[src/rtl/scroll_msg_if.sv]
// Write port, run/direction controls and display outputs of scroll_msg.
// The master side drives requests; the slave side is the message source.
interface scroll_msg_if #(
    parameter int N     = 7,
    parameter int DEPTH = 16
);
    localparam int AW = $clog2(DEPTH);

    logic          wr_valid;
    logic          wr_ready;
    logic [AW-1:0] wr_addr;
    logic [4:0]    wr_char;
    logic          run;
    logic          cw;
    logic          scan_tick;
    logic          step;
    logic [AW-1:0] pos;
    logic [N-1:0]  in0, in1, in2, in3, in4, in5, in6, in7;

    modport master (
        output wr_valid, wr_addr, wr_char, run, cw,
        input  wr_ready, scan_tick, step, pos,
        input  in0, in1, in2, in3, in4, in5, in6, in7
    );

    modport slave (
        input  wr_valid, wr_addr, wr_char, run, cw,
        output wr_ready, scan_tick, step, pos,
        output in0, in1, in2, in3, in4, in5, in6, in7
    );
endinterface

[src/rtl/scroll_msg.sv]
// Message buffer with a scrolling 8-digit window for the seven-segment path.
// Each window digit is encoded and registered by its own lane instance.
module scroll_msg_lane #(
    parameter int N = 7
) (
    input  logic         clk,
    input  logic         rst,
    input  logic [4:0]   i_code,
    output logic [N-1:0] o_seg
);
    // Active-low segments, bit0 = a ... bit6 = g
    function automatic logic [6:0] enc(input logic [4:0] c);
        case (c)
            5'd0:    enc = 7'h40;
            5'd1:    enc = 7'h79;
            5'd2:    enc = 7'h24;
            5'd3:    enc = 7'h30;
            5'd4:    enc = 7'h19;
            5'd5:    enc = 7'h12;
            5'd6:    enc = 7'h02;
            5'd7:    enc = 7'h78;
            5'd8:    enc = 7'h00;
            5'd9:    enc = 7'h10;
            5'd10:   enc = 7'h08;
            5'd11:   enc = 7'h03;
            5'd12:   enc = 7'h46;
            5'd13:   enc = 7'h21;
            5'd14:   enc = 7'h06;
            5'd15:   enc = 7'h0E;
            5'd17:   enc = 7'h3F;
            default: enc = 7'h7F;
        endcase
    endfunction

    always_ff @(posedge clk or negedge rst) begin
        if (!rst) o_seg <= N'(7'h7F);
        else      o_seg <= N'(enc(i_code));
    end
endmodule

module scroll_msg #(
    parameter int N          = 7,
    parameter int DEPTH      = 16,
    parameter int SCROLL_DIV = 25_000_000,
    parameter int SCAN_DIV   = 100_000
) (
    input logic         clk,
    input logic         rst,
    scroll_msg_if.slave bus
);
    localparam int AW = $clog2(DEPTH);
    localparam int SW = $clog2(SCROLL_DIV);
    localparam int CW = $clog2(SCAN_DIV);
    localparam int NL = 8;
    localparam logic [SW-1:0] SC_MAX = SW'(SCROLL_DIV - 1);
    localparam logic [CW-1:0] SN_MAX = CW'(SCAN_DIV - 1);

    typedef enum logic [1:0] {ST_STOP, ST_RUN, ST_DRAIN} state_t;

    state_t                  r_state, w_state_nxt;
    logic [DEPTH-1:0][4:0]   r_msg;
    logic [SW-1:0]           r_div, w_div_nxt;
    logic                    r_step;
    logic [AW-1:0]           r_pos;
    logic [CW-1:0]           r_scan, w_scan_nxt;
    logic                    r_tick;
    logic                    w_wr_ready, w_wr_fire;
    logic [NL-1:0][4:0]      w_code;
    logic [NL-1:0][N-1:0]    w_seg;

    assign w_wr_ready = (r_state == ST_STOP);
    assign w_wr_fire  = bus.wr_valid && w_wr_ready;

    always_ff @(posedge clk or negedge rst) begin
        if (!rst) r_state <= ST_STOP;
        else      r_state <= w_state_nxt;
    end

    // DRAIN only parks once the window is home and no step is moving it away
    always_comb begin
        w_state_nxt = r_state;
        case (r_state)
            ST_STOP:  if (bus.run) w_state_nxt = ST_RUN;
            ST_RUN:   if (!bus.run) w_state_nxt = ST_DRAIN;
            ST_DRAIN: begin
                if (bus.run)                          w_state_nxt = ST_RUN;
                else if (r_pos == '0 && !r_step)      w_state_nxt = ST_STOP;
            end
            default:  w_state_nxt = ST_STOP;
        endcase
    end

    // Divider holds at 0 while in STOP and is cleared on the way into STOP
    always_comb begin
        w_div_nxt = '0;
        if (r_state != ST_STOP && w_state_nxt != ST_STOP)
            w_div_nxt = (r_div == SC_MAX) ? '0 : r_div + SW'(1);
    end

    always_ff @(posedge clk or negedge rst) begin
        if (!rst) begin
            r_div  <= '0;
            r_step <= 1'b0;
            r_pos  <= '0;
        end else begin
            r_div  <= w_div_nxt;
            r_step <= (w_div_nxt == SC_MAX);
            if (r_step) r_pos <= bus.cw ? r_pos + AW'(1) : r_pos - AW'(1);
        end
    end

    assign w_scan_nxt = (r_scan == SN_MAX) ? '0 : r_scan + CW'(1);

    always_ff @(posedge clk or negedge rst) begin
        if (!rst) begin
            r_scan <= '0;
            r_tick <= 1'b0;
        end else begin
            r_scan <= w_scan_nxt;
            r_tick <= (w_scan_nxt == SN_MAX);
        end
    end

    always_ff @(posedge clk or negedge rst) begin
        if (!rst)           r_msg <= {DEPTH{5'd16}};
        else if (w_wr_fire) r_msg[bus.wr_addr] <= bus.wr_char;
    end

    for (genvar k = 0; k < NL; k++) begin : g_lane
        assign w_code[k] = r_msg[r_pos + AW'(k)];
        scroll_msg_lane #(.N(N)) u_lane (
            .clk    (clk),
            .rst    (rst),
            .i_code (w_code[k]),
            .o_seg  (w_seg[k])
        );
    end

    assign bus.wr_ready  = w_wr_ready;
    assign bus.step      = r_step;
    assign bus.scan_tick = r_tick;
    assign bus.pos       = r_pos;
    assign bus.in0       = w_seg[0];
    assign bus.in1       = w_seg[1];
    assign bus.in2       = w_seg[2];
    assign bus.in3       = w_seg[3];
    assign bus.in4       = w_seg[4];
    assign bus.in5       = w_seg[5];
    assign bus.in6       = w_seg[6];
    assign bus.in7       = w_seg[7];
endmodule

[src/flat_wrapper.sv]
// flat-port wrapper written by rule: the top's interface ports become plain ports
module scroll_msg_flat 
#(
    parameter int N          = 7,
    parameter int DEPTH      = 16,
    parameter int SCROLL_DIV = 25_000_000,
    parameter int SCAN_DIV   = 100_000
)
  (clk, rst, bus_wr_valid, bus_wr_addr, bus_wr_char, bus_run, bus_cw, bus_wr_ready, bus_scan_tick, bus_step, bus_pos, bus_in0, bus_in1, bus_in2, bus_in3, bus_in4, bus_in5, bus_in6, bus_in7);
  scroll_msg_if #(.N(N), .DEPTH(DEPTH)) bus_i ();
  input logic clk;
  input logic rst;
  input wire logic [$bits(bus_i.wr_valid)-1:0] bus_wr_valid;
  input wire logic [$bits(bus_i.wr_addr)-1:0] bus_wr_addr;
  input wire logic [$bits(bus_i.wr_char)-1:0] bus_wr_char;
  input wire logic [$bits(bus_i.run)-1:0] bus_run;
  input wire logic [$bits(bus_i.cw)-1:0] bus_cw;
  output wire logic [$bits(bus_i.wr_ready)-1:0] bus_wr_ready;
  output wire logic [$bits(bus_i.scan_tick)-1:0] bus_scan_tick;
  output wire logic [$bits(bus_i.step)-1:0] bus_step;
  output wire logic [$bits(bus_i.pos)-1:0] bus_pos;
  output wire logic [$bits(bus_i.in0)-1:0] bus_in0;
  output wire logic [$bits(bus_i.in1)-1:0] bus_in1;
  output wire logic [$bits(bus_i.in2)-1:0] bus_in2;
  output wire logic [$bits(bus_i.in3)-1:0] bus_in3;
  output wire logic [$bits(bus_i.in4)-1:0] bus_in4;
  output wire logic [$bits(bus_i.in5)-1:0] bus_in5;
  output wire logic [$bits(bus_i.in6)-1:0] bus_in6;
  output wire logic [$bits(bus_i.in7)-1:0] bus_in7;
  assign bus_i.wr_valid = bus_wr_valid;
  assign bus_i.wr_addr = bus_wr_addr;
  assign bus_i.wr_char = bus_wr_char;
  assign bus_i.run = bus_run;
  assign bus_i.cw = bus_cw;
  assign bus_wr_ready = bus_i.wr_ready;
  assign bus_scan_tick = bus_i.scan_tick;
  assign bus_step = bus_i.step;
  assign bus_pos = bus_i.pos;
  assign bus_in0 = bus_i.in0;
  assign bus_in1 = bus_i.in1;
  assign bus_in2 = bus_i.in2;
  assign bus_in3 = bus_i.in3;
  assign bus_in4 = bus_i.in4;
  assign bus_in5 = bus_i.in5;
  assign bus_in6 = bus_i.in6;
  assign bus_in7 = bus_i.in7;
  scroll_msg #(.N(N), .DEPTH(DEPTH), .SCROLL_DIV(SCROLL_DIV), .SCAN_DIV(SCAN_DIV)) u_core (.clk(clk), .rst(rst), .bus(bus_i));
endmodule
[config.mk]
export PLATFORM = sky130hd
export DESIGN_NAME = scroll_msg_flat
export DESIGN_NICKNAME = d
export VERILOG_FILES = /design/src/rtl/scroll_msg_if.sv /design/src/rtl/scroll_msg.sv /design/src/flat_wrapper.sv
export SDC_FILE = /design/constraint.sdc
export NUM_CORES = 1
export LEC_CHECK = 0
export CAP_MARGIN = 20
export CORE_MARGIN = 4
export CORE_UTILIZATION = 40
export DETAILED_ROUTE_END_ITERATION = 10
export SYNTH_ARGS = -nofsm -noshare
export SYNTH_HDL_FRONTEND = slang
export SYNTH_SLANG_ARGS = --single-unit
[constraint.sdc]
create_clock -name clk -period 8.1 [get_ports clk]
set_input_delay 1.62 -clock clk [delete_from_list [all_inputs] [get_ports clk]]
set_output_delay 1.62 -clock clk [all_outputs]
set_load 0.005 [all_outputs]
# Word level (Yosys, flattened, before mapping)
# Memories as Yosys holds them, arrays and structs flattened. A register that Yosys moved wholly into a read port is not among the register bits.
# Cells that the tools add are included.
[op_classes] add_sub_neg=10 order_cmp=10 n_eq_ne=6 mux=28 reduce_logical=17
[ops] cell="$bmux W5 S4" count=8
[ops] cell="$bwmux W80" count=1
[ops] cell="$eq A25 B25 Y1 const B" count=2
[ops] cell="$mux W25" count=2
[ops] cell="$lt A4 B5 Y1 const B" count=9
[ops] cell="$mux W5" count=9
[ops] cell="$eq A17 B17 Y1 const B" count=2
[ops] cell="$add A25 B1 Y25 const B" count=1
[ops] cell="$demux W5 S4" count=1
[ops] cell="$add A17 B1 Y17 const B" count=1
[ops] cell="$mux W17" count=1
[ops] cell="$add A4 B3 Y4 const B" count=4
[ops] cell="$logic_not A1 Y1" count=9
[ops] cell="$add A4 B2 Y4 const B" count=2
[ops] cell="$mux W2" count=4
[ops] cell="$pmux W2 S3" count=1
[ops] cell="$add A4 B1 Y4 const B" count=1
[ops] cell="$ge A4 B1 Y1 const B" count=1
[ops] cell="$logic_and A1 B1 Y1" count=4
[ops] cell="$logic_not A4 Y1" count=1
[ops] cell="$mux W4" count=1
[ops] cell="$reduce_bool A2 Y1" count=2
[ops] cell="$sub A4 B1 Y4 const B" count=1
[ops] cell="$eq A2 B1 Y1 const B" count=1
[ops] cell="2 further kinds" count=2
[word_totals] regBits=130 mem_bits_ro=1792 inputBits=14 out_inout_bits=63 mem_count=8
[memory_table] name="(name not given)" words=32 word_bits=7 rd=1 rd_clocked_by_memory_dff=1 write_ports=0 line_no="scroll_msg.sv:13" source="case (c)"
[memory_table] name="(name not given)" words=32 word_bits=7 rd=1 rd_clocked_by_memory_dff=1 write_ports=0 line_no="scroll_msg.sv:13"
[memory_table] name="(name not given)" words=32 word_bits=7 rd=1 rd_clocked_by_memory_dff=1 write_ports=0 line_no="scroll_msg.sv:13"
[memory_table] name="(name not given)" words=32 word_bits=7 rd=1 rd_clocked_by_memory_dff=1 write_ports=0 line_no="scroll_msg.sv:13"
[memory_table] name="(name not given)" words=32 word_bits=7 rd=1 rd_clocked_by_memory_dff=1 write_ports=0 line_no="scroll_msg.sv:13"
[memory_table] name="(name not given)" words=32 word_bits=7 rd=1 rd_clocked_by_memory_dff=1 write_ports=0 line_no="scroll_msg.sv:13"
[memory_table] name="+2 memories"

# Logic depth before layout (Yosys ltp)
[depth] ltp_word=9 depth_mapped=17 mapped_depth_nobuf=11

# Modules after synthesis
# From an unflattened synthesis, not the netlist that was laid out.
[hier_totals] hier_cells=1050 area_unflattened_um2=12768.5
[by_module_without_submodules] module="scroll_msg" n_inst=1 cells_each=666 area_each_um2=8904.8 seq_area_each_um2=3273.1
[by_module_without_submodules] module="scroll_msg_lane" n_inst=8 cells_each=48 area_each_um2=483.0 seq_area_each_um2=183.9

# Least setup slack after synthesis
# No wires, ideal clock.
[synth_timing] path_kind="register to register" startpoint="register u_core.r_pos[1] (netlist: u_core.bus.pos[1])" endpoint="register u_core.g_lane[1].u_lane.o_seg[3]" arrival_ps=3886 required_ps=8013 setup_slack_ps=4127 path_stages_with_launch=14 period_less_slack_ps=3973 cell_sequence="dfrtp_1 > buf_2 > buf_1 > inv_1 > ha_1 > buf_2 > buf_6 > buf_4 > mux4_2 > mux4_2 > ha_1 > mux2_1 > nor3_1 > a31oi_1"
[synth_between] elab_chain_len=3
[synth_rtl] item="start: declaration" line_no="scroll_msg.sv:64" source="logic [AW-1:0] r_pos;"
[synth_rtl] item="start signal: assignment" line_no="scroll_msg.sv:108" source="if (r_step) r_pos <= bus.cw ? r_pos + AW'(1) : r_pos - AW'(1);"
[synth_rtl] item="$add A4 B1 Y4" line_no="scroll_msg.sv:130" source="assign w_code[k] = r_msg[r_pos + AW'(k)];"
[synth_rtl] item="$bmux W5 S4" line_no="scroll_msg.sv:130"
[synth_rtl] item="$mux W5 (implied by the code)" line_no="scroll_msg.sv:130"
[synth_rtl] item="end: declaration" line_no="scroll_msg.sv:9" source="output logic [N-1:0] o_seg"
# No other way between the ends. The select of a mux whose other input is x is not followed.
# A chain may end at the register's enable or synchronous reset.

# Final worst setup path
# Ends and elaborated chain as after synthesis.

==> results.txt <==
----------------------------------------------------
[Status]
  Status ... finished clean

[Finish]
  Non-Filler Instances ... 1487
  Post-synthesis to final-layout area growth ... 13.3%
  Fill cell total of the finished layout ... 2818
  Layout cells sized above 1 ... 30.4%
  Area used by sequential logic in the layout ... 4750 um^2
  Multi-input logic area ... 7480 um^2
  Fraction of the core area covered by cells at the end of the flow ... 46.3%
  # diodes ... 0
  Final nets ... 1151

[Synthesis]
  Synth cell count leaders ... sky130_fd_sc_hd__dfrtp_1 (114), sky130_fd_sc_hd__mux4_2 (109), sky130_fd_sc_hd__mux2_2 (97)
  Yosys warning count ... 0
  Syn_nets ... 1104
  Main synth FF type ... sky130_fd_sc_hd__dfrtp_1
  Sequential cell area fraction in the yosys report ... 37.6%
  Dominant cells by area after synthesis ... sky130_fd_sc_hd__dfrtp_1 (23%), sky130_fd_sc_hd__mux4_2 (19%), sky130_fd_sc_hd__dfstp_2 (15%), sky130_fd_sc_hd__mux2_2 (8.7%), sky130_fd_sc_hd__ha_1 (5.9%)
  Avg Inst Size Synth ... 12.2 um^2
  Cell type with the highest aggregate area in the netlist ... sky130_fd_sc_hd__dfrtp_1
  Number of synthesized flops with an enable pin ... 0
  Leading cell type by number of instances after synthesis ... sky130_fd_sc_hd__dfrtp_1
  Flip-flop and latch count after synthesis ... 186
  Post-synthesis instance area ... 12600 um^2
  Share of Yosys cell area claimed by the top area cell type ... 22.6%
  Share of flip-flops with an asynchronous set or reset after synthesis ... 100%
  Synth Instances ... 1031
  Unique cell type count in the Yosys netlist ... 62

[Timing]
  Hold violation count in the final report ... 0
  Final count of pins violating max slew ... 0
  Worst path setup slack after routing ... 3860 ps
  Min Clock Period, post-route ... 4240 ps
  Setup violations, final ... 0
  Headroom to the max-slew limit ... 33.7%
  Max frequency ... 0.236 GHz
  Ratio of final minimum period to clock period ... 52.3%
  Setup repair after global routing missed its margin ... false
  Final-layout setup total negative slack ... 0 ps
  Actual transition at the worst max-transition pin ... 994 ps
  Setup Skew ... 11.8 ps

[Critical path]
  Worst reg-to-reg path cell count ... 8
  Sequence of cells on the critical path ... inv_1, ha_2, buf_12, mux4_2, mux4_2, mux2_1, nor3_1, a31oi_1
  Nature of the critical path endpoint ... flop
  Critical path class ... flop to flop
  Most common cell on crit path ... sky130_fd_sc_hd__mux4_2
  Data arrival time of the worst path ... 4610 ps
  Nature of the critical path startpoint ... flop
  Standard cell with the maximum stage delay on the critical path ... sky130_fd_sc_hd__dfrtp_2
  Worst endpoint required time ... 8470 ps
  Largest driver fanout on the critical path ... 45
  FF-to-FF End ... u_core.g_lane[1].u_lane.o_seg[3]
  Register-to-register path setup slack ... 3860 ps
  CP peak stage delay ... 1030 ps
  Critical R2R Launch ... u_core.bus.pos[1]

[Die]
  Die X ... 186 um
  Number of cell rows ... 64
  Overall die height ... 186 um
  Core Region ... 30800 um^2
  Die area ... 34400 um^2
  Starting Density ... 40.9%
  Ports ... 77

[Worst hold path]
  Depth of the worst hold-timing path ... 1
  Hold Path Origin ... u_core.r_scan[0]
  Worst Hold Endpoint ... u_core.r_scan[0]
  Class of the tightest hold or removal check ... flop to flop

[Power and ir drop]
  Cell area power density ... 231 nW/um^2
  Largest vdd supply drop ... 129 uV
  Leakage power summed over all cells ... 0.00572 uW

[Global routing]
  Overflow left after global routing ... 0
  Layer with the highest usage after global routing ... met2
  Met1 capacity usage during global routing ... 25.3%
  Global Route met3 Usage ... 4.24%
  Fraction of met2 tracks used by global routing ... 28.0%
  GR Util All Layers ... 18.1%
  Largest net degree at the start of global routing ... 73
  Wire length of the first global-routing pass ... 48500 um
  Vias in the first global route ... 8640
  Initial antenna violation count ... 0

[Clock network]
  Clock-pin slew on the worst setup and hold paths ... 80 ps
  Hold buffers post-CTS ... 0
  Number of instances resized during post-cts repair ... 0
  Num Clock Sinks ... 186
  Clock Tree Root ... sky130_fd_sc_hd__clkbuf_16
  Clk Latency, worst-skew pair ... 450 ps
  Number of buffers created by CTS ... 17
  Count of H-tree levels built during CTS ... 4
  Number of buffers on the longest clock path ... 2
  Post CTS Setup Buffer Count ... 0
  Clock tree from TritonCTS ... yes

[Flow run]
  Max-cap violations ... 0

[Detailed routing]
  Routed len/inst ... 20.2 um
  Number of remaining DRC errors ... 0
  Drt via density ... 5.93
  Via total after detailed routing ... 8814
  Starting DRC count in detailed routing ... 671
  Count of antenna-violating nets left after detailed routing ... 0
  Detailed Route WL ... 30000 um
  Number of optimization iterations in the first detailed-route pass ... 5

[Placed design]
  IO buf count ... 76
  Final weighted congestion in routability-driven placement ... 0.906
  Placement Setup Slack ... 3410 ps
  Placed Cells ... 1453
  DP HPWL ... 22700 um

----------------------------------------------------
-- state kept, by name (all words and copies together), names as in the netlist --
register and count:
u_core.r_msg 80, u_core.g_lane.u_lane.o_seg 56, u_core.r_state 2, u_core.bus.scan_tick 1, u_core.r_div 25, u_core.bus.step 1
u_core.bus.pos 4, u_core.r_scan 17
-- critical path: cells and delay by family (launching register included) --
kind | cells | cell delay, ps
AOI/OAI and AO/OA | 1 | 60
adders and majority gates | 1 | 740
buffers and inverters | 2 | 560
DFF | 1 | 1030
muxes | 3 | 1590
and+or+nand+nor | 1 | 150
-- through the flow --
step	instance area, um^2	hold WS (ps)	power (uW)
4_1_cts	14300	491	3350
3_3_place_gp	13600	460	2460
2_1_floorplan	12600	440	2010
5_1_grt	14300	532	3510
3_5_place_dp	13600	480	2490
6_report	14300	488	3310
-- power by group --
group / internal, uW / leakage, uW / switching (uW) / total (uW)
clock network: 417 / 0.000295 / 420 / 836
logic: 607 / 0.00317 / 476 / 1080
registers: 1220 / 0.00225 / 166 / 1390
-- cell families (layout without fill, tap and decap cells) --
family          count (synthesis)  in the layout  share of synthesized area [%]
simple gates                  265            265                           10.7
mux                           262            262                           32.6
flops                         186            186                           37.6
compound gates                122            122                           6.34
buf+inv                        88            148                           3.32
fa+ha+maj                      59             59                           5.85
xor+xnor                       49             49                           3.52
-- layer usage --
layer  up-vias  share of wire [%]
met5         -                  0
met2       305                 46
met3        46                7.0
met4         0                2.4
met1      4463                 45
li1       4000                  -
-- worst max path at each step --
stage	start	endpoint	slack [ps]
floorplan	u_core.bus.pos[1]	u_core.g_lane[1].u_lane.o_seg[3]	4130
global placement	u_core.bus.pos[1]	u_core.g_lane[1].u_lane.o_seg[3]	3520
detailed placement	u_core.bus.pos[1]	u_core.g_lane[1].u_lane.o_seg[3]	3410
CTS	u_core.bus.pos[1]	u_core.g_lane[1].u_lane.o_seg[3]	3380
global route	u_core.bus.pos[1]	u_core.g_lane[1].u_lane.o_seg[3]	3640
finish	u_core.bus.pos[1]	u_core.g_lane[1].u_lane.o_seg[3]	3860
-- placed cells by master (no fill, tap or decap), types with 7 or more instances in the layout --
master	netlist	final
sky130_fd_sc_hd__a21oi_1	24	24
sky130_fd_sc_hd__a31oi_1	17	17
sky130_fd_sc_hd__and3_1	12	12
sky130_fd_sc_hd__and3b_1	8	8
sky130_fd_sc_hd__and4_1	8	8
sky130_fd_sc_hd__clkbuf_16	0	17
sky130_fd_sc_hd__clkdlybuf4s50_1	0	75
sky130_fd_sc_hd__dfrtp_1	114	112
sky130_fd_sc_hd__dfstp_2	72	72
sky130_fd_sc_hd__ha_1	59	58
sky130_fd_sc_hd__inv_1	24	24
sky130_fd_sc_hd__mux2_2	97	97
sky130_fd_sc_hd__mux2i_1	50	50
sky130_fd_sc_hd__mux4_2	109	109
sky130_fd_sc_hd__nand2_1	56	56
sky130_fd_sc_hd__nand2b_1	20	20
sky130_fd_sc_hd__nand3_1	27	27
sky130_fd_sc_hd__nand4_1	8	8
sky130_fd_sc_hd__nor2_1	75	75
sky130_fd_sc_hd__nor3_1	17	17
sky130_fd_sc_hd__nor4_1	7	7
sky130_fd_sc_hd__o211ai_1	10	10
sky130_fd_sc_hd__o21ai_0	12	12
sky130_fd_sc_hd__o21ai_1	16	16
sky130_fd_sc_hd__o221ai_1	10	10
sky130_fd_sc_hd__o22ai_1	11	11
sky130_fd_sc_hd__xnor2_1	28	26
sky130_fd_sc_hd__xor2_1	19	19
-- cell type report --
class	count	share of cell area, %
Timing Repair Buffer	83	5.86
Tap cell	396	3.47
Clock inverter	15	1.24
Sequential cell	186	33.2
Multi-Input combinational cell	757	52.3
Inverter	33	0.867
Clock buffer	17	2.98
Power figures use the tool's default switching activity.
==> patch 1 (config.mk and constraints unchanged) <==
Make the reset (`rst`) synchronous in 5 clocked blocks.
--- a/src/rtl/scroll_msg.sv
+++ b/src/rtl/scroll_msg.sv
@@ -32,7 +32,7 @@
         endcase
     endfunction
 
-    always_ff @(posedge clk or negedge rst) begin
+    always_ff @(posedge clk) begin
         if (!rst) o_seg <= N'(7'h7F);
         else      o_seg <= N'(enc(i_code));
     end
@@ -71,7 +71,7 @@
     assign w_wr_ready = (r_state == ST_STOP);
     assign w_wr_fire  = bus.wr_valid && w_wr_ready;
 
-    always_ff @(posedge clk or negedge rst) begin
+    always_ff @(posedge clk) begin
         if (!rst) r_state <= ST_STOP;
         else      r_state <= w_state_nxt;
     end
@@ -97,7 +97,7 @@
             w_div_nxt = (r_div == SC_MAX) ? '0 : r_div + SW'(1);
     end
 
-    always_ff @(posedge clk or negedge rst) begin
+    always_ff @(posedge clk) begin
         if (!rst) begin
             r_div  <= '0;
             r_step <= 1'b0;
@@ -111,7 +111,7 @@
 
     assign w_scan_nxt = (r_scan == SN_MAX) ? '0 : r_scan + CW'(1);
 
-    always_ff @(posedge clk or negedge rst) begin
+    always_ff @(posedge clk) begin
         if (!rst) begin
             r_scan <= '0;
             r_tick <= 1'b0;
@@ -121,7 +121,7 @@
         end
     end
 
-    always_ff @(posedge clk or negedge rst) begin
+    always_ff @(posedge clk) begin
         if (!rst)           r_msg <= {DEPTH{5'd16}};
         else if (w_wr_fire) r_msg[bus.wr_addr] <= bus.wr_char;
     end
Formal check against the unedited RTL: differs if rst is asserted again (counterexample within 4 cycles, from zero or initial values and one cycle with rst low); with rst held inactive, the same outputs for 4 cycles.
==> patch 1 against the original RTL <==
- utilization decreased by 0.56 points
- sequential cell count stayed put
- first-iteration DRC count up 63%
- synthesized cell count rose by 14%
- synthesized area shrank 4.0%
- count of clock-buffer cells in the layout increased by 1
- worst setup slack improved by 92 ps
- cell count grew 8.5%
- final area fell by 4.8%
- routed wire length grew 4.9%
- critical path type unchanged
Power is not compared: it rests on default switching activity, and its combinational part moved more than twofold at a synthesized area within 25%.
==> patch 1: results (changes against the original RTL) <==
Route
  • DRT Pass-1 Iters: 6 (was 5)
  • Vias per inst: 5.76 (was 5.93)
  • Iteration-0 DRC Markers: 1,095 (was 671)
  • Avg WL per Cell: 19.5 um (was 20.2 um)

Global route
  • GRT met1 Usage: 27.2% (was 25.3%)
  • M3 GR Usage: 4.71% (was 4.24%)
  • Largest net degree at the start of global routing: 71 (was 73)
  • M2 GR Usage: 28.5% (was 28.0%)
  • Vias in the first global route: 8,647 (was 8,640)
  • First-pass GRT wire length: 49.7 mm (was 48.5 mm)
  • GRT Util Overall: 18.9% (was 18.1%)

Yosys
  • Most frequent cells after synthesis: dfxtp_1, nor2_1, nand2_1 (was dfrtp_1, mux4_2, mux2_2)
  • Synth top area cells: dfxtp_1, mux4_2, mux2i_1 (was dfrtp_1, mux4_2, dfstp_2)
  • Mux share of post-synthesis cell area: 31.7% (was 32.6%)
  • Post-Synth XOR/XNOR Area: 3.54% (was 3.52%)
  • Post-synth ARST share: 0% (was 100%)
  • Unique masters post-synth: 66 (was 62)
  • Sequential fraction of the synthesis area: 30.8% (was 37.6%)
  • Post-synthesis compound-gate area fraction: 7.35% (was 6.34%)
  • Synth Flop Type: dfxtp_1 (was dfrtp_1)
  • Synth Area per Inst: 10.3 sq um (was 12.2 sq um)

Status
  • Outcome: finished clean (unchanged)

Worst setup path
  • RR Endpoint: u_core.g_lane[7].u_lane.o_seg[5] (was u_core.g_lane[1].u_lane.o_seg[3])
  • Largest stage delay on the critical path: 880 ps (was 1030 ps)
  • CP arrival: 4450 ps (was 4610 ps)
  • Reg2reg path depth: 10 (was 8)
  • Critical Path Fanout Max: 15 (was 45)
  • R2R Setup Slk: 3950 ps (was 3860 ps)
  • CP startpoint: u_core.bus.pos[2] (was u_core.bus.pos[1])
  • CP top delay family: flip-flops (was multiplexers)
  • CP max-delay cell: dfxtp_1 (was dfrtp_2)

Timing
  • Tmin final: 4150 ps (was 4240 ps)
  • Clock Skews: 12.6 ps (was 11.8 ps)
  • Slew headroom: 28.9% (was 33.7%)

Pwr
  • P_leak: 4.59 nW

Placed design
  • DP Wirelength: 23.1 mm (was 22.7 mm)
  • Placed cell areas: 13,000 sq um (was 13,600 sq um)
  • RD Place Congestion: 0.868 (was 0.906)

Final layout
  • Layout net count: 1,284 (was 1,151)
  • Layout cells sized above 1: 14.8% (was 30.4%)
  • Area growth syn-to-layout: 12.4% (was 13.3%)

Worst hold path
  • Hold depth: 2 (was 1)
## patch 1: worst min path at each step
stage,start,to,slack [ps]
floorplan,u_core.r_scan[0],u_core.r_scan[0],450
detailed placement,u_core.r_scan[0],u_core.r_scan[0],480
global placement,u_core.r_scan[0],u_core.r_scan[0],480
CTS,u_core.r_div[24],u_core.r_div[24],510
global route,u_core.r_state[0],u_core.r_state[0],540
finish,u_core.r_div[24],u_core.r_div[24],500
## patch 1: logic make-up (layout without fill, tap and decap cells)
kind of cell / Yosys count / in the layout
AO/OA/AOI/OAI: 137 / 137
adder cells (fa/ha/maj): 59 / 59
XOR/XNOR: 49 / 49
buffers and inverters: 114 / 159
AND/OR/NAND/NOR: 401 / 401
flip-flops: 186 / 186
multiplexers: 233 / 233
## patch 1: tightest hold or removal path: cells and delay by family, from the launching register on
kind	cells	cell delay [ps]
flops	1	330
compound gates	2	130
## patch 1: cell type report
class / count / area share, %
Timing Repair Buffer: 85 / 6.09
Sequential cell: 186 / 27.4
Inverter: 42 / 1.17
Clock buffer: 18 / 3.23
Clock inverter: 14 / 1.28
Multi-Input combinational cell: 879 / 57.3
Tap cell: 390 / 3.59
## patch 1: power groups by stage
| stage | sequential (W) | clock [W] | combinational, W |
|---|---|---|---|
| floorplan | 0.000949 | 0 | 0.0000596 |
| detailed placement | 0.000952 | 0 | 0.0000915 |
| CTS | 0.000931 | 0.000903 | 0.0000921 |
| global route | 0.000932 | 0.000936 | 0.000101 |
| finish | 0.000931 | 0.000881 | 0.0000916 |
| global placement | 0.000952 | 0 | 0.0000906 |
## patch 1: layer usage
metal,wire length (um),share of wire (%),up-vias
li1,-,-,4408
met1,14300,46,4488
met2,14000,44,367
met3,2670,8.5,39
met4,511,1.6,0
met5,0,0,-
==> patch 2 (same flow settings) <==
Without the edit above. `N` is set to 7 in 4 places; all go to 8.
--- a/src/rtl/scroll_msg_if.sv
+++ b/src/rtl/scroll_msg_if.sv
@@ -1,7 +1,7 @@
 // Write port, run/direction controls and display outputs of scroll_msg.
 // The master side drives requests; the slave side is the message source.
 interface scroll_msg_if #(
-    parameter int N     = 7,
+    parameter int N     = 8,
     parameter int DEPTH = 16
 );
     localparam int AW = $clog2(DEPTH);
--- a/src/rtl/scroll_msg.sv
+++ b/src/rtl/scroll_msg.sv
@@ -1,7 +1,7 @@
 // Message buffer with a scrolling 8-digit window for the seven-segment path.
 // Each window digit is encoded and registered by its own lane instance.
 module scroll_msg_lane #(
-    parameter int N = 7
+    parameter int N = 8
 ) (
     input  logic         clk,
     input  logic         rst,
@@ -39,7 +39,7 @@
 endmodule
 
 module scroll_msg #(
-    parameter int N          = 7,
+    parameter int N          = 8,
     parameter int DEPTH      = 16,
     parameter int SCROLL_DIV = 25_000_000,
     parameter int SCAN_DIV   = 100_000
--- a/src/flat_wrapper.sv
+++ b/src/flat_wrapper.sv
@@ -1,7 +1,7 @@
 // flat-port wrapper written by rule: the top's interface ports become plain ports
 module scroll_msg_flat 
 #(
-    parameter int N          = 7,
+    parameter int N          = 8,
     parameter int DEPTH      = 16,
     parameter int SCROLL_DIV = 25_000_000,
     parameter int SCAN_DIV   = 100_000
Interface: changed (8 resized); port bits go from 77 to 85. The function was not compared with the original's and may differ.
==> patch 2 against the original RTL <==
- final area grew 0.43%
- routed wire length grew 4.5%
- register-to-register slack gained 160 ps
- total power grew 1.8%
- global-route usage grew 0.51 points
- critical path depth shrank 6
- worst hold slack lost 10 ps
- sequential cell count is the same
- clock skew grew 0.77 ps
- first-iteration DRC count shrank 2.8%
- synthesized area grew 0.51%
- worst setup slack lost 90 ps
- critical path type is now reg -> out
==> patch 2: results (changes against the original RTL) <==
Final layout
  • Layout cells sized above 1: 30.2% (was 30.4%)
  • Fill cell count: 2,776 (was 2,818)
  • Layout net count: 1,160 (was 1,151)

Worst setup path
  • R2R Setup Slk: 4020 ps (was 3860 ps)
  • CP arrival: 2710 ps (was 4610 ps)
  • CP max-delay cell: dfrtp_4 (was dfrtp_2)
  • Critical Path Fanout Max: 46 (was 45)
  • Reg2reg path depth: 10 (was 8)
  • CP top delay family: buffers and inverters (was multiplexers)
  • Worst Setup EP: bus_pos[0] (was u_core.g_lane[1].u_lane.o_seg[3])
  • Largest stage delay on the critical path: 900 ps (was 1030 ps)

Timing
  • Least-Margin Pin Slew: 952 ps (was 994 ps)
  • Clock Skews: 12.6 ps (was 11.8 ps)
  • Worst hold slack: 478 ps (was 488 ps)

Placed design
  • DP Wirelength: 22.7 mm (about the same)

Route
  • Post-route met1 wirelength: 13.8 mm (was 13.4 mm)
  • Met2 Wirelength: 14.5 mm (was 13.8 mm)
  • Via Count: 8,908 (was 8,814)
  • Iteration-0 DRC Markers: 652 (was 671)
  • Routed wire length: 31.4 mm (was 30.0 mm)

Global route
  • First-pass GRT wire length: 50.1 mm (was 48.5 mm)
  • Vias in the first global route: 8,672 (was 8,640)
  • Initial antenna violation count: 0 (unchanged)
  • GRT Util Overall: 18.6% (was 18.1%)
  • Largest net degree at the start of global routing: 106 (was 73)

Yosys
  • Unique masters post-synth: 63 (was 62)
  • Synth top area cells: dfrtp_1, mux4_2, dfstp_2 (unchanged)

Pwr
  • Net Sw Power: 0.00111 W (was 0.00106 W)
  • Max rail drop VDD: 148 uV (was 129 uV)
  • P_leak: 5.76 nW (was 5.72 nW)
  • Clock network power: 0.000882 W (was 0.000836 W)
  • Reg power frac: 41.4% (was 42.0%)

Status
  • Outcome: finished clean (unchanged)

Clock tree
  • Root Driver: clkbuf_16 (unchanged)
patch 2: cell types whose count changed after synthesis, sizes merged:
cell and delta:
conb +1, buf +8
patch 2: worst reg2reg max path, cell delays in order (launching register included):
cell and delay (ps):
dfrtp_4 900, inv_1 170, ha_2 620, buf_12 280
mux4_2 550, mux4_2 540, inv_1 150, ha_1 270
mux2_1 310, nor3_1 130, a31oi_1 70
patch 2: metal layers:
layer | track usage [%] | vias up
met5 | 0 | -
met2 | 28.5 | 329
li1 | - | 4017
met3 | 4.01 | 40
met4 | 5.48 | 0
met1 | 26.7 | 4522
patch 2: final cells by class:
| type | count | share of cell area [%] |
|---|---|---|
| tap | 396 | 3.45 |
| multi-input combinational | 765 | 52.3 |
| sequential | 186 | 33.1 |
| inverter | 33 | 0.863 |
| clock buffer | 17 | 2.96 |
| clock inverter | 15 | 1.30 |
| timing repair buffer | 84 | 6.00 |
patch 2: per-stage QoR:
stage	area, sq um	setup WS, ps	instances
after floorplan	12700	4130	1047
after global placement	13700	3770	1461
after detailed placement	13700	3660	1461
after CTS	14300	3650	1493
after global routing	14300	3530	1496
final	14300	3770	1496
patch 2: kinds of logic (layout without fill, tap and decap cells):
family / Yosys count / after routing / share of synthesized area, %
AOI/OAI and AO/OA: 122 / 122 / 6.31
xor gates and xnor gates: 49 / 49 / 3.50
adders and majority gates: 59 / 59 / 5.82
buffers and inverters: 96 / 149 / 3.78
DFF: 186 / 186 / 37.4
muxes: 262 / 262 / 32.5
other: 1 / 8 / 0.0296
and+or+nand+nor: 265 / 265 / 10.7
